===== src/rtl/topsort_arb_pkg.sv =====
// Shared types and sizes for the 8-port record round-robin arbiter.
package topsort_arb_pkg;
  localparam int NUM_PORTS  = 8;
  localparam int PORT_IDX_W = 3;

  typedef enum logic {ARB_IDLE, ARB_LOCK} arb_state_e;
  typedef logic [PORT_IDX_W-1:0] port_idx_t;
endpackage


===== src/rtl/mux_8_to_1.sv =====
// Plain 8:1 record multiplexer.
module mux_8_to_1 #(
  parameter int WIDTH = 32
) (
  input  logic [2:0]       i_sel,
  input  logic [WIDTH-1:0] i_data_0,
  input  logic [WIDTH-1:0] i_data_1,
  input  logic [WIDTH-1:0] i_data_2,
  input  logic [WIDTH-1:0] i_data_3,
  input  logic [WIDTH-1:0] i_data_4,
  input  logic [WIDTH-1:0] i_data_5,
  input  logic [WIDTH-1:0] i_data_6,
  input  logic [WIDTH-1:0] i_data_7,
  output logic [WIDTH-1:0] o_data
);
  always_comb begin
    case (i_sel)
      3'd0:    o_data = i_data_0;
      3'd1:    o_data = i_data_1;
      3'd2:    o_data = i_data_2;
      3'd3:    o_data = i_data_3;
      3'd4:    o_data = i_data_4;
      3'd5:    o_data = i_data_5;
      3'd6:    o_data = i_data_6;
      default: o_data = i_data_7;
    endcase
  end
endmodule


===== src/rtl/rr_pick_8.sv =====
// Combinational round-robin pick: first set request at or after start, wrapping 7->0.
module rr_pick_8
  import topsort_arb_pkg::*;
(
  input  logic [NUM_PORTS-1:0] req,
  input  port_idx_t            start,
  output logic                 found,
  output port_idx_t            idx
);
  logic [NUM_PORTS-1:0] rot;
  port_idx_t            off;

  // Rotate so that start lands at bit 0, priority-encode, then rotate the index back.
  always_comb begin
    rot = '0;
    for (int i = 0; i < NUM_PORTS; i++)
      rot[i] = req[port_idx_t'(start + port_idx_t'(i))];
  end

  always_comb begin
    off = '0;
    for (int i = NUM_PORTS-1; i >= 0; i--)
      if (rot[i]) off = port_idx_t'(i);
  end

  assign found = |req;
  assign idx   = start + off;
endmodule


===== src/rtl/record_rr_arbiter_8.sv =====
// 8:1 record stream arbiter: round-robin with burst lock, registered valid/ready output.
// Optional per-port grant counters on o_grant_cnt when TOPSORT_ARB_STATS_EN is defined.
module record_rr_arbiter_8
  import topsort_arb_pkg::*;
#(
  parameter int RECORD_DATA_WIDTH = 32,
  parameter int BURST_LEN         = 4,
  parameter int STAT_CNT_WIDTH    = 32
) (
  input  logic                         i_clk,
  input  logic                         i_rst,
  input  logic [NUM_PORTS-1:0]         i_valid,
  input  logic [RECORD_DATA_WIDTH-1:0] i_data_0,
  input  logic [RECORD_DATA_WIDTH-1:0] i_data_1,
  input  logic [RECORD_DATA_WIDTH-1:0] i_data_2,
  input  logic [RECORD_DATA_WIDTH-1:0] i_data_3,
  input  logic [RECORD_DATA_WIDTH-1:0] i_data_4,
  input  logic [RECORD_DATA_WIDTH-1:0] i_data_5,
  input  logic [RECORD_DATA_WIDTH-1:0] i_data_6,
  input  logic [RECORD_DATA_WIDTH-1:0] i_data_7,
  output logic [NUM_PORTS-1:0]         o_ready,
  output logic                         o_valid,
  output logic [RECORD_DATA_WIDTH-1:0] o_data,
  output logic [PORT_IDX_W-1:0]        o_port,
  input  logic                         i_ready
`ifdef TOPSORT_ARB_STATS_EN
  ,output logic [NUM_PORTS*STAT_CNT_WIDTH-1:0] o_grant_cnt
`endif
);
  localparam int              BC_W      = $clog2(BURST_LEN + 1);
  localparam logic [BC_W-1:0] BURST_MAX = BC_W'(BURST_LEN);

  arb_state_e      state_q, state_d;
  port_idx_t       ptr_q, ptr_d, lock_q, lock_d;
  logic [BC_W-1:0] burst_q, burst_d;

  logic                         load_en, lock_hit, pick_found, grant_vld;
  port_idx_t                    pick_start, pick_idx, grant_idx;
  logic [RECORD_DATA_WIDTH-1:0] mux_data;

  assign load_en = !o_valid || i_ready;

  // A dropped lock searches from the port after it, so the release costs no cycle.
  assign lock_hit   = (state_q == ARB_LOCK) && i_valid[lock_q];
  assign pick_start = (state_q == ARB_LOCK) ? port_idx_t'(lock_q + 3'd1) : ptr_q;
  assign grant_vld  = lock_hit || pick_found;
  assign grant_idx  = lock_hit ? lock_q : pick_idx;

  rr_pick_8 u_pick (
    .req   (i_valid),
    .start (pick_start),
    .found (pick_found),
    .idx   (pick_idx)
  );

  mux_8_to_1 #(.WIDTH(RECORD_DATA_WIDTH)) u_mux (
    .i_sel    (grant_idx),
    .i_data_0 (i_data_0),
    .i_data_1 (i_data_1),
    .i_data_2 (i_data_2),
    .i_data_3 (i_data_3),
    .i_data_4 (i_data_4),
    .i_data_5 (i_data_5),
    .i_data_6 (i_data_6),
    .i_data_7 (i_data_7),
    .o_data   (mux_data)
  );

  always_ff @(posedge i_clk or posedge i_rst) begin
    if (i_rst) begin
      state_q <= ARB_IDLE;
      ptr_q   <= '0;
      lock_q  <= '0;
      burst_q <= '0;
    end else begin
      state_q <= state_d;
      ptr_q   <= ptr_d;
      lock_q  <= lock_d;
      burst_q <= burst_d;
    end
  end

  always_comb begin
    state_d = state_q;
    ptr_d   = ptr_q;
    lock_d  = lock_q;
    burst_d = burst_q;
    if (load_en) begin
      if (lock_hit) begin
        if (burst_q + 1'b1 == BURST_MAX) begin
          state_d = ARB_IDLE;
          ptr_d   = lock_q + 3'd1;
          burst_d = '0;
        end else begin
          burst_d = burst_q + 1'b1;
        end
      end else if (pick_found) begin
        if (BURST_LEN > 1) begin
          state_d = ARB_LOCK;
          lock_d  = pick_idx;
          burst_d = BC_W'(1);
        end else begin
          state_d = ARB_IDLE;
          ptr_d   = pick_idx + 3'd1;
        end
      end else begin
        state_d = ARB_IDLE;
        burst_d = '0;
      end
    end
  end

  always_comb begin
    o_ready = '0;
    if (load_en && grant_vld && !i_rst)
      o_ready = {{(NUM_PORTS-1){1'b0}}, 1'b1} << grant_idx;
  end

  always_ff @(posedge i_clk or posedge i_rst) begin
    if (i_rst) begin
      o_valid <= 1'b0;
      o_data  <= '0;
      o_port  <= '0;
    end else if (load_en) begin
      o_valid <= grant_vld;
      if (grant_vld) begin
        o_data <= mux_data;
        o_port <= grant_idx;
      end
    end
  end

`ifdef TOPSORT_ARB_STATS_EN
  for (genvar k = 0; k < NUM_PORTS; k++) begin : g_cnt
    logic [STAT_CNT_WIDTH-1:0] cnt_q;
    always_ff @(posedge i_clk or posedge i_rst) begin
      if (i_rst)
        cnt_q <= '0;
      else if (i_valid[k] && o_ready[k] && !(&cnt_q))
        cnt_q <= cnt_q + 1'b1;
    end
    assign o_grant_cnt[k*STAT_CNT_WIDTH +: STAT_CNT_WIDTH] = cnt_q;
  end
`else
  logic unused_stat;
  assign unused_stat = |STAT_CNT_WIDTH;
`endif
endmodule


===== config.mk =====
export PLATFORM = sky130hd
export DESIGN_NAME = record_rr_arbiter_8
export DESIGN_NICKNAME = d
export VERILOG_FILES = /design/src/rtl/topsort_arb_pkg.sv /design/src/rtl/mux_8_to_1.sv /design/src/rtl/rr_pick_8.sv /design/src/rtl/record_rr_arbiter_8.sv
export SDC_FILE = /design/constraint.sdc
export NUM_CORES = 1
export LEC_CHECK = 0
export BUFFER_PORTS_ARGS = -buffer_cell sky130_fd_sc_hd__buf_2
export CORE_ASPECT_RATIO = 0.75
export CORE_MARGIN = 1
export CORE_UTILIZATION = 30
export CTS_CLUSTER_SIZE = 25
export DETAILED_ROUTE_END_ITERATION = 7
export PLACE_DENSITY = 0.59
export SLEW_MARGIN = 10
export SYNTH_ARGS = -nofsm -noshare
export SYNTH_HDL_FRONTEND = slang
export SYNTH_SLANG_ARGS = --single-unit

===== constraint.sdc =====
create_clock -name i_clk -period 6.6 [get_ports i_clk]
set_input_delay 0.66 -clock i_clk [delete_from_list [all_inputs] [get_ports i_clk]]
set_output_delay 0.66 -clock i_clk [all_outputs]
set_load 0.02 [all_outputs]

# Word level (Yosys, flattened, before mapping)

Cells that the tools add are included.
W data, S select, Z words.

Register bits: 46
Input port bits: 267
Output and inout bits: 44
Logic and storage cells: 85

Add/sub/neg operators: 10
Magnitude comparators: 9
Equal/unequal tests: 8
Shift-type cells: 1
Multiplexer cells: 36
Bitwise gates (word level): 1
Reduce and logical (&&, ||, !) cells: 13

Operators with widths:

| cell                  | number |
|---|---|
| $pmux W32 S7          | 1 |
| $lt A3 B4 Y1 const B  | 9 |
| $mux W3               | 12 |
| $bmux W1 S3           | 9 |
| $mux W1               | 13 |
| $add A3 B3 Y3 const B | 4 |
| $eq A3 B3 Y1 const B  | 4 |
| $add A3 B1 Y3 const B | 3 |
| $mux W8               | 1 |
| $reduce_or A8 Y1      | 1 |
| $shl A1 B3 Y8 const A | 1 |
| $add A3 B2 Y3 const B | 2 |
| $eq A3 B2 Y1 const B  | 2 |
| $reduce_and A3 Y1     | 2 |
| $reduce_and A2 Y1     | 2 |
| $add A3 B3 Y3         | 1 |
| $eq A3 B1 Y1 const B  | 1 |
| $logic_and A1 B1 Y1   | 3 |
| $logic_not A3 Y1      | 1 |
| $logic_not A1 Y1      | 2 |
| $logic_or A1 B1 Y1    | 2 |
| $ne A2 B1 Y1 const B  | 1 |
| $not A1 Y1            | 1 |

# Depth between registers and ports, before layout

Gate-level depths: netlist of run 1.

Word-level depth: 17
Gate-level depth with buffers: 23
Gate-level depth less buffers: 20

# Cells and area by module

A second synthesis of run 1 with hierarchy kept.

Cells, all modules: 542
Area total of the unflattened synthesis: 4859.7 µm²

Modules (own cells, without submodules):

| module              | times used | cells each | area an instance (µm²) | seq. area each (µm²) |
|---|---|---|---|---|
| record_rr_arbiter_8 | 1          | 179        | 2264.7                 | 1151.1 |
| mux_8_to_1          | 1          | 294        | 1936.9                 | 0.0 |
| rr_pick_8           | 1          | 69         | 658.1                  | 0.0 |

# Worst setup path before layout of run 1

No wires, ideal clock.

Path kind: reg-to-output
Start: register lock_q[1]
End: output o_ready[4]
Arrival time: 4.859 ns
Required time: 5.940 ns
Setup slack: 1.081 ns
Stages on the path, launching flop included: 21
Path buffers: 3
Cells stage by stage: dfrtp_1 -> ha_1 -> mux2i_1 -> inv_1 -> ha_1 -> mux4_2 -> mux2_2 -> nor2_1 -> nor2_1 -> nor2_1 -> o21ai_0 -> and2_1 -> ha_1 -> fa_1 -> xor2_1 -> nor4_4 -> o31a_1 -> buf_6 -> buf_12 -> buf_2 -> nor4_1

Longest elaborated chain between the ends: 17
Elaborated cells on any way between the ends: 43
Classes of those cells: add/sub (9); shift (1); mux (29); reduce/logical (4)

Ends and longest elaborated chain:

| item                          | line                       | text |
|---|---|---|
| start, declared               | record_rr_arbiter_8.sv:34  | `port_idx_t ptr_q, ptr_d, lock_q, lock_d;` |
| start signal, assigned        | record_rr_arbiter_8.sv:78  | `lock_q <= lock_d;` |
| $add A3 B1 Y3                 | record_rr_arbiter_8.sv:45  | `assign pick_start = (state_q == ARB_LOCK) ? port_idx_t'(lock_q + 3'd1) : ptr_q;` |
| $mux W3                       | record_rr_arbiter_8.sv:45  |  |
| $add A3 B3 Y3                 | rr_pick_8.sv:17            | `rot[i] = req[port_idx_t'(start + port_idx_t'(i))];` |
| $bmux W1 S3                   | rr_pick_8.sv:17            |  |
| $mux W1 (not written as such) | rr_pick_8.sv:17            |  |
| $mux W3 (8 in a row)          | rr_pick_8.sv:23            | `if (rot[i]) off = port_idx_t'(i);` |
| $add A3 B3 Y3                 | rr_pick_8.sv:27            | `assign idx = start + off;` |
| $mux W3                       | record_rr_arbiter_8.sv:47  | `assign grant_idx = lock_hit ? lock_q : pick_idx;` |
| $shl A1 B3 Y8                 | record_rr_arbiter_8.sv:116 | `o_ready = {{(NUM_PORTS-1){1'b0}}, 1'b1} << grant_idx;` |
| $mux W8 *                     | record_rr_arbiter_8.sv:115 | `if (load_en && grant_vld && !i_rst)` |
| end, declared                 | record_rr_arbiter_8.sv:21  | `output logic [NUM_PORTS-1:0] o_ready,` |

Mark *: on every way between the ends. The rest lies on a longest branch, timed or not. The select of a mux whose other input is x is not followed.

# Worst setup path after layout of run 1

Start: register lock_q[1]
End: output o_ready[3]

The elaborated chain is that of the path after synthesis.

==> results of run 1 <==
per-layer routing:
layer	GRT usage (%)	vias to the layer above	share of wire (%)
li1	-	2867	-
met1	35.1	2874	43
met2	42.3	348	45
met3	5.29	45	8.4
met4	9.35	0	2.9
met5	0	-	0
per-stage QoR:
| step | std cells | instance area [sq um] | util, % | worst slack, ns |
|---|---|---|---|---|
| floorplan | 585 | 4780 | - | 1.08 |
| finish | 1077 | 6740 | 43.7 | 0.367 |
| detailed placement | 1068 | 6560 | 42.6 | 0.607 |
| CTS | 1076 | 6730 | 43.7 | 0.356 |
| global route | 1076 | 6740 | 43.7 | 0.0308 |
| global placement | 1068 | 6560 | 42.6 | 0.676 |
state kept, by name, summed over array words and instances, names as in the netlist:
name and flops:
burst_q 3, lock_q 3, o_data 32, o_port 3, o_valid 1, ptr_q 3
state_q 1
repair_timing:
action                                  in CTS  in global routing
endpoints found under the setup margin       0                  1
hold buffers                                 0                  0
resized for setup                            0                  1
synthesized netlist by cell type (4+ instances only):
master,count
nor3_1,5
and2_1,5
and4_1,12
buf_4,4
a31oi_1,14
nand2_1,79
mux2_2,14
and3_1,4
a2bb2oi_1,8
o22ai_1,8
a221oi_1,4
a21oi_1,25
nand3_1,23
o31ai_1,7
a22oi_1,52
o21ai_1,12
mux2i_1,26
a222oi_1,5
clkbuf_1,37
a22o_1,12
ha_1,5
xnor2_1,4
o21ai_0,58
buf_2,4
nor4_1,4
dfrtp_1,46
mux4_2,7
a31o_2,4
a211oi_1,8
o211ai_1,9
or3_1,9
nor2_1,17
area by class of cell:
type / instances / area, sq um
Antenna cell: 1 / 2.50
Clock buffer: 5 / 125
Inverter: 5 / 18.8
Tap cell: 205 / 256
Clock inverter: 3 / 43.8
Multi-Input combinational cell: 485 / 3460
Sequential cell: 46 / 1150
Timing Repair Buffer: 327 / 1680
Fill cell: 1633 / 8680
final timing paths:
path                                          end  slack [ns]
setup / recovery                       o_ready[3]        0.37
min in group i_clk          o_port[0]$_DFFE_PP0P_        0.46
hold / removal              lock_q[1]$_DFFE_PP0P_        0.46
max in group asynchronous  o_data[26]$_DFFE_PP0P_        5.35
setup reg to reg           o_data[16]$_DFFE_PP0P_        0.54
hold reg to reg             o_port[0]$_DFFE_PP0P_        0.46
worst max-delay path, cell delays in order, from the launching register on:
cell	delay (ns)
dfrtp_1	0.64
ha_1	0.36
mux2i_1	0.48
inv_1	0.10
ha_1	0.34
mux4_2	0.34
mux2_2	0.30
nor2_1	0.09
nor2_1	0.05
nor2_1	0.07
o21ai_0	0.08
and2_1	0.17
ha_1	0.21
fa_1	0.47
xor2_1	0.21
nor4_4	0.50
o31a_2	0.48
and4_1	0.24
buf_2	0.16
cell families after synthesis:
kind of cell	count (synthesis)	share of synthesized area, %
adders and majority gates	6	1.73
muxes	51	14.1
DFF	46	24.1
buffers and inverters	54	5.49
AOI/OAI and AO/OA	246	34.6
and+or+nand+nor	174	18.3
xor gates and xnor gates	8	1.62
==> flow_metrics.py, run 1 <==
metrics = {
    "worst_setup_path": {
        "cp-start-kind": "flop",
        "cp_max_fo": 13,
        "ff2ff_path_depth": 20,
        "r2r-start": "lock_q[1]$_DFFE_PP0P_",
        "cp-startpoint": "lock_q[1]$_DFFE_PP0P_",
        "crit_required_ns": 5.94,
        "cp.arrival_ns": 5.57,
        "cp-end-kind": "output port",
        "path_class": "reg2out",
    },
    "final_layout": {
        "num-nets-final": 1143,
        "layout_commonest_cell": "buf_2",
        "drive_gt1_share_pct": 43.7,
        "final_cell_mix": "buf_2, nand2_1, o21ai_0, a22oi_1, dfrtp_1",
        "syn_to_final_growth_pct": 40.8,
    },
    "synth": {
        "synth_cell_types": 65,
        "yosys_warnings": 0,
        "syn-cell-area_sq_um": 4780,
        "yosys_register_bits": 46,
        "async_reset_ff_share_pct": 100,
        "synth_flop_cell": "dfrtp_1",
        "synthTopCellsByArea": "dfrtp_1, a22oi_1, nand2_1",
        "netlist_instances": 585,
        "seq_area_frac_synth_pct": 24.1,
        "synth_edf_count": 0,
        "yosysTopAreaCell": "dfrtp_1",
        "avgSynthCellArea_sq_um": 8.18,
        "synth_top_area_share_pct": 24.1,
        "syn_nets": 858,
    },
    "clock_network": {
        "clk_latency_ns": 0.29,
        "cts.clk_slew.worst_paths_ns": 0.07,
        "cts_inserted_buffers": 5,
        "clock-sinks": 46,
        "cts-htree-levels": 2,
        "cts_setup_buffers": 0,
        "cts_tree": "built",
        "cts-root-buf": "clkbuf_16",
        "cts_max_path_buffers": 2,
    },
    "status": {
        "status": "complete, no violations",
    },
    "floorplanning": {
        "design.core.area_sq_um": 15400,
        "die_area_sq_um": 16500,
        "die_x_um": 148,
        "start_util_pct": 31.0,
        "rows": 39,
        "die_h_um": 111,
        "ios": 311,
    },
    "timing": {
        "post-route-min-period_ns": 6.23,
        "fmax_mhz": 160,
        "rsz0062_at_grt": "no",
        "relSlewSlack_pct": 23.2,
        "clock_skew_ns": 0.00510,
        "hold_slack_ns": 0.463,
        "tns_ns": 0,
        "hold_violations": 0,
        "final_max_slew_viol_count": 0,
        "worst_pin_slew_ns": 1.15,
        "fin_crit_sh_pct": 94.4,
        "finalSetupViolCount": 0,
    },
    "place": {
        "hpwl_mm": 16.9,
        "place.port_buffers": 310,
        "gp_congestion": 0.905,
    },
    "global_routing": {
        "antenna_found_initial": 1,
        "grt_pass1_wl_mm": 33.2,
        "grt_pass1_vias": 5909,
        "gr-usage-all-layers_pct": 26.3,
        "grt-ovfl-total": 0,
        "grt_max_degree": 43,
    },
    "drt": {
        "drtIter0Drc": 433,
        "via_count": 6134,
        "wirelength_mm": 22.3,
        "wl_per_cell_um": 20.7,
        "vias_per_cell": 5.70,
        "final_antenna_net_count": 0,
        "drcViolationCount": 0,
        "drt_first_pass_iters": 6,
    },
    "min_path": {
        "holdCritPathClass": "in2async",
    },
    "job": {
        "cap_violations": 0,
    },
}
Power of run 1 is not shown: default switching activity piles up to over one toggle a cycle in this logic, so the estimate is an artifact.
==> run 2, diff against run 1 <==
--- a/config.mk
+++ b/config.mk
@@ -5,13 +5,16 @@
 export SDC_FILE = /design/constraint.sdc
 export NUM_CORES = 1
 export LEC_CHECK = 0
+export ABC_AREA = 1
 export BUFFER_PORTS_ARGS = -buffer_cell sky130_fd_sc_hd__buf_2
+export CELL_PAD_IN_SITES_DETAIL_PLACEMENT = 1
+export CELL_PAD_IN_SITES_GLOBAL_PLACEMENT = 1
 export CORE_ASPECT_RATIO = 0.75
 export CORE_MARGIN = 1
-export CORE_UTILIZATION = 30
+export CORE_UTILIZATION = 29
 export CTS_CLUSTER_SIZE = 25
 export DETAILED_ROUTE_END_ITERATION = 7
-export PLACE_DENSITY = 0.59
+export PLACE_DENSITY = 0.81
 export SLEW_MARGIN = 10
 export SYNTH_ARGS = -nofsm -noshare
 export SYNTH_HDL_FRONTEND = slang
==> flow_metrics.py, run 2 <==
metrics = {
    "place": {
        "dpl-instance-area_sq_um": 7110,
        "hpwl_mm": 21.2,
        "gp_congestion": 0.918,
        "place.port_buffers": 310,
    },
    "clock_network": {
        "cts.clk_slew.worst_paths_ns": 0.08,
        "cts_setup_buffers": 0,
        "clock-sinks": 46,
        "cts_max_path_buffers": 2,
        "hold_buffers": 0,
        "cts-htree-levels": 2,
        "clk_latency_ns": 0.31,
        "cts_inserted_buffers": 5,
        "cts_tree": "built",
        "cts-root-buf": "clkbuf_16",
    },
    "final_layout": {
        "layout_commonest_cell": "nand2_1",
        "n_fill_cell": 2696,
        "final_cell_mix": "nand2_1, buf_2, nand3_1, nand4_1, nor2_1",
        "syn_to_final_growth_pct": 30.6,
        "num-nets-final": 1513,
        "final_cell_area_sq_um": 7270,
        "drive_gt1_share_pct": 28.5,
        "largest_register": "o_data",
        "finish.utilization_pct": 39.0,
        "largest_reg_flops": 32,
    },
    "global_routing": {
        "gr-usage-all-layers_pct": 27.7,
        "grt_max_degree": 114,
        "antenna_found_initial": 1,
        "grt-ovfl-total": 0,
        "grt_pass1_wl_mm": 42.2,
        "grt_pass1_vias": 7531,
    },
    "worst_setup_path": {
        "cp.arrival_ns": 5.30,
        "ff2ff_path_depth": 27,
        "crit_required_ns": 5.94,
        "path_class": "reg2out",
        "cp-end-kind": "output port",
        "cp_max_fo": 47,
        "cp-start-kind": "flop",
    },
    "drt": {
        "via_count": 7889,
        "vias_per_cell": 5.29,
        "final_antenna_net_count": 0,
        "drtIter0Drc": 642,
        "wirelength_mm": 28.2,
        "drcViolationCount": 0,
        "drt_first_pass_iters": 5,
        "wl_per_cell_um": 18.9,
    },
    "floorplanning": {
        "rows": 43,
        "start_util_pct": 29.8,
        "ios": 311,
        "design.core.area_sq_um": 18700,
        "die_area_sq_um": 19800,
        "die_x_um": 162,
        "die_h_um": 122,
    },
    "timing": {
        "final_max_slew_viol_count": 0,
        "fin_crit_sh_pct": 90.3,
        "finalSetupViolCount": 0,
        "tns_ns": 0,
        "worst_pin_slew_ns": 0.963,
        "rsz0062_at_grt": "no",
        "fmax_mhz": 168,
        "post-route-min-period_ns": 5.96,
        "relSlewSlack_pct": 35.6,
        "clock_skew_ns": 0.0103,
        "hold_violations": 0,
    },
    "synth": {
        "syn-cell-area_sq_um": 5570,
        "synth_common_cells": "nand2_1, nand3_1, nand4_1",
        "synthTopCellsByArea": "nand2_1, dfrtp_1, nand3_1",
        "yosys_register_bits": 46,
        "synth_cell_types": 31,
        "synth_flop_cell": "dfrtp_1",
        "synth_edf_count": 0,
        "seq_area_frac_synth_pct": 20.7,
        "netlist_instances": 985,
        "synth_top_area_share_pct": 24.4,
        "async_reset_ff_share_pct": 100,
        "yosysTopAreaCell": "nand2_1",
        "yosys_warnings": 0,
        "syn_nets": 1258,
        "synth.most_common_cell": "nand2_1",
        "avgSynthCellArea_sq_um": 5.66,
    },
    "job": {
        "cap_violations": 0,
    },
    "status": {
        "status": "complete, no violations",
    },
    "min_path": {
        "holdCritPathClass": "reg2reg",
        "min_path_cells": 2,
    },
}
==> run 2: worst max-delay path, cell delays in order (launching register included) <==
cell and delay, ns:
dfrtp_1 0.63, inv_1 0.19, nand2_1 0.16, nand2_2 0.16, ha_1 0.45, inv_1 0.12
nand3_1 0.09, nand2_1 0.06, nand2_1 0.09, a21oi_1 0.07, o21bai_1 0.15, nand2_1 0.07
nand2_1 0.06, a32oi_1 0.10, ha_1 0.24, fa_1 0.43, xnor2_1 0.25, inv_1 0.09
nand3_2 0.11, nand3_4 0.09, nand2_4 0.41, nand2_2 0.57, nor2_1 0.21, buf_2 0.19
==> run 2: kinds of logic after synthesis <==
kind of cell    share of synthesized area [%]
simple gates                             59.1
buf+inv                                  12.6
compound gates                           5.91
flops                                    20.7
fa+ha+maj                                1.48
xor+xnor                                0.314
==> run 2: per-layer routing <==
layer	part of all wire (%)	vias up	GRT usage, %	routed length [um]
li1	-	3810	-	-
met1	46	3724	39.1	13100
met2	45	314	43.1	12600
met3	6.9	41	5.35	1950
met4	2.0	0	6.96	552
met5	0	-	0	0
==> run 2: final timing paths <==
kind,startpoint,to,slack [ns]
max in group asynchronous,i_rst,o_data[21]$_DFFE_PP0P_,5.54
min in group asynchronous,i_rst,o_data[14]$_DFFE_PP0P_,0.55
hold / removal,o_data[21]$_DFFE_PP0P_,o_data[21]$_DFFE_PP0P_,0.48
setup / recovery,state_q$_DFFE_PP0P_,o_ready[7],0.64
setup reg to reg,state_q$_DFFE_PP0P_,o_data[4]$_DFFE_PP0P_,0.87
hold reg to reg,o_data[21]$_DFFE_PP0P_,o_data[21]$_DFFE_PP0P_,0.48
==> run 2: through the flow <==
stage	setup slack (ns)	instances	hold WS (ns)
detailed placement	0.763	1480	0.460
CTS	0.395	1488	0.482
floorplan	1.91	985	0.467
finish	0.638	1490	0.479
global route	0.111	1489	0.507
global placement	0.931	1480	0.459
==> run 2: final cells by class <==
cell class | count | area, sq um | share of cell area, %
Sequential cell | 46 | 1150 | 15.8
Antenna cell | 2 | 5.00 | 0.0688
Clock inverter | 3 | 28.8 | 0.396
Multi-Input combinational cell | 796 | 3750 | 51.6
Clock buffer | 5 | 125 | 1.72
Inverter | 70 | 263 | 3.61
Timing Repair Buffer | 321 | 1640 | 22.5
Tap cell | 247 | 309 | 4.25
==> run 2: timing repair <==
item,in CTS,in global routing
hold endpoints to repair,0,0
endpoints found under the setup margin,0,1
gates resized for setup,0,1
Power of run 2 is left out for the same reason.
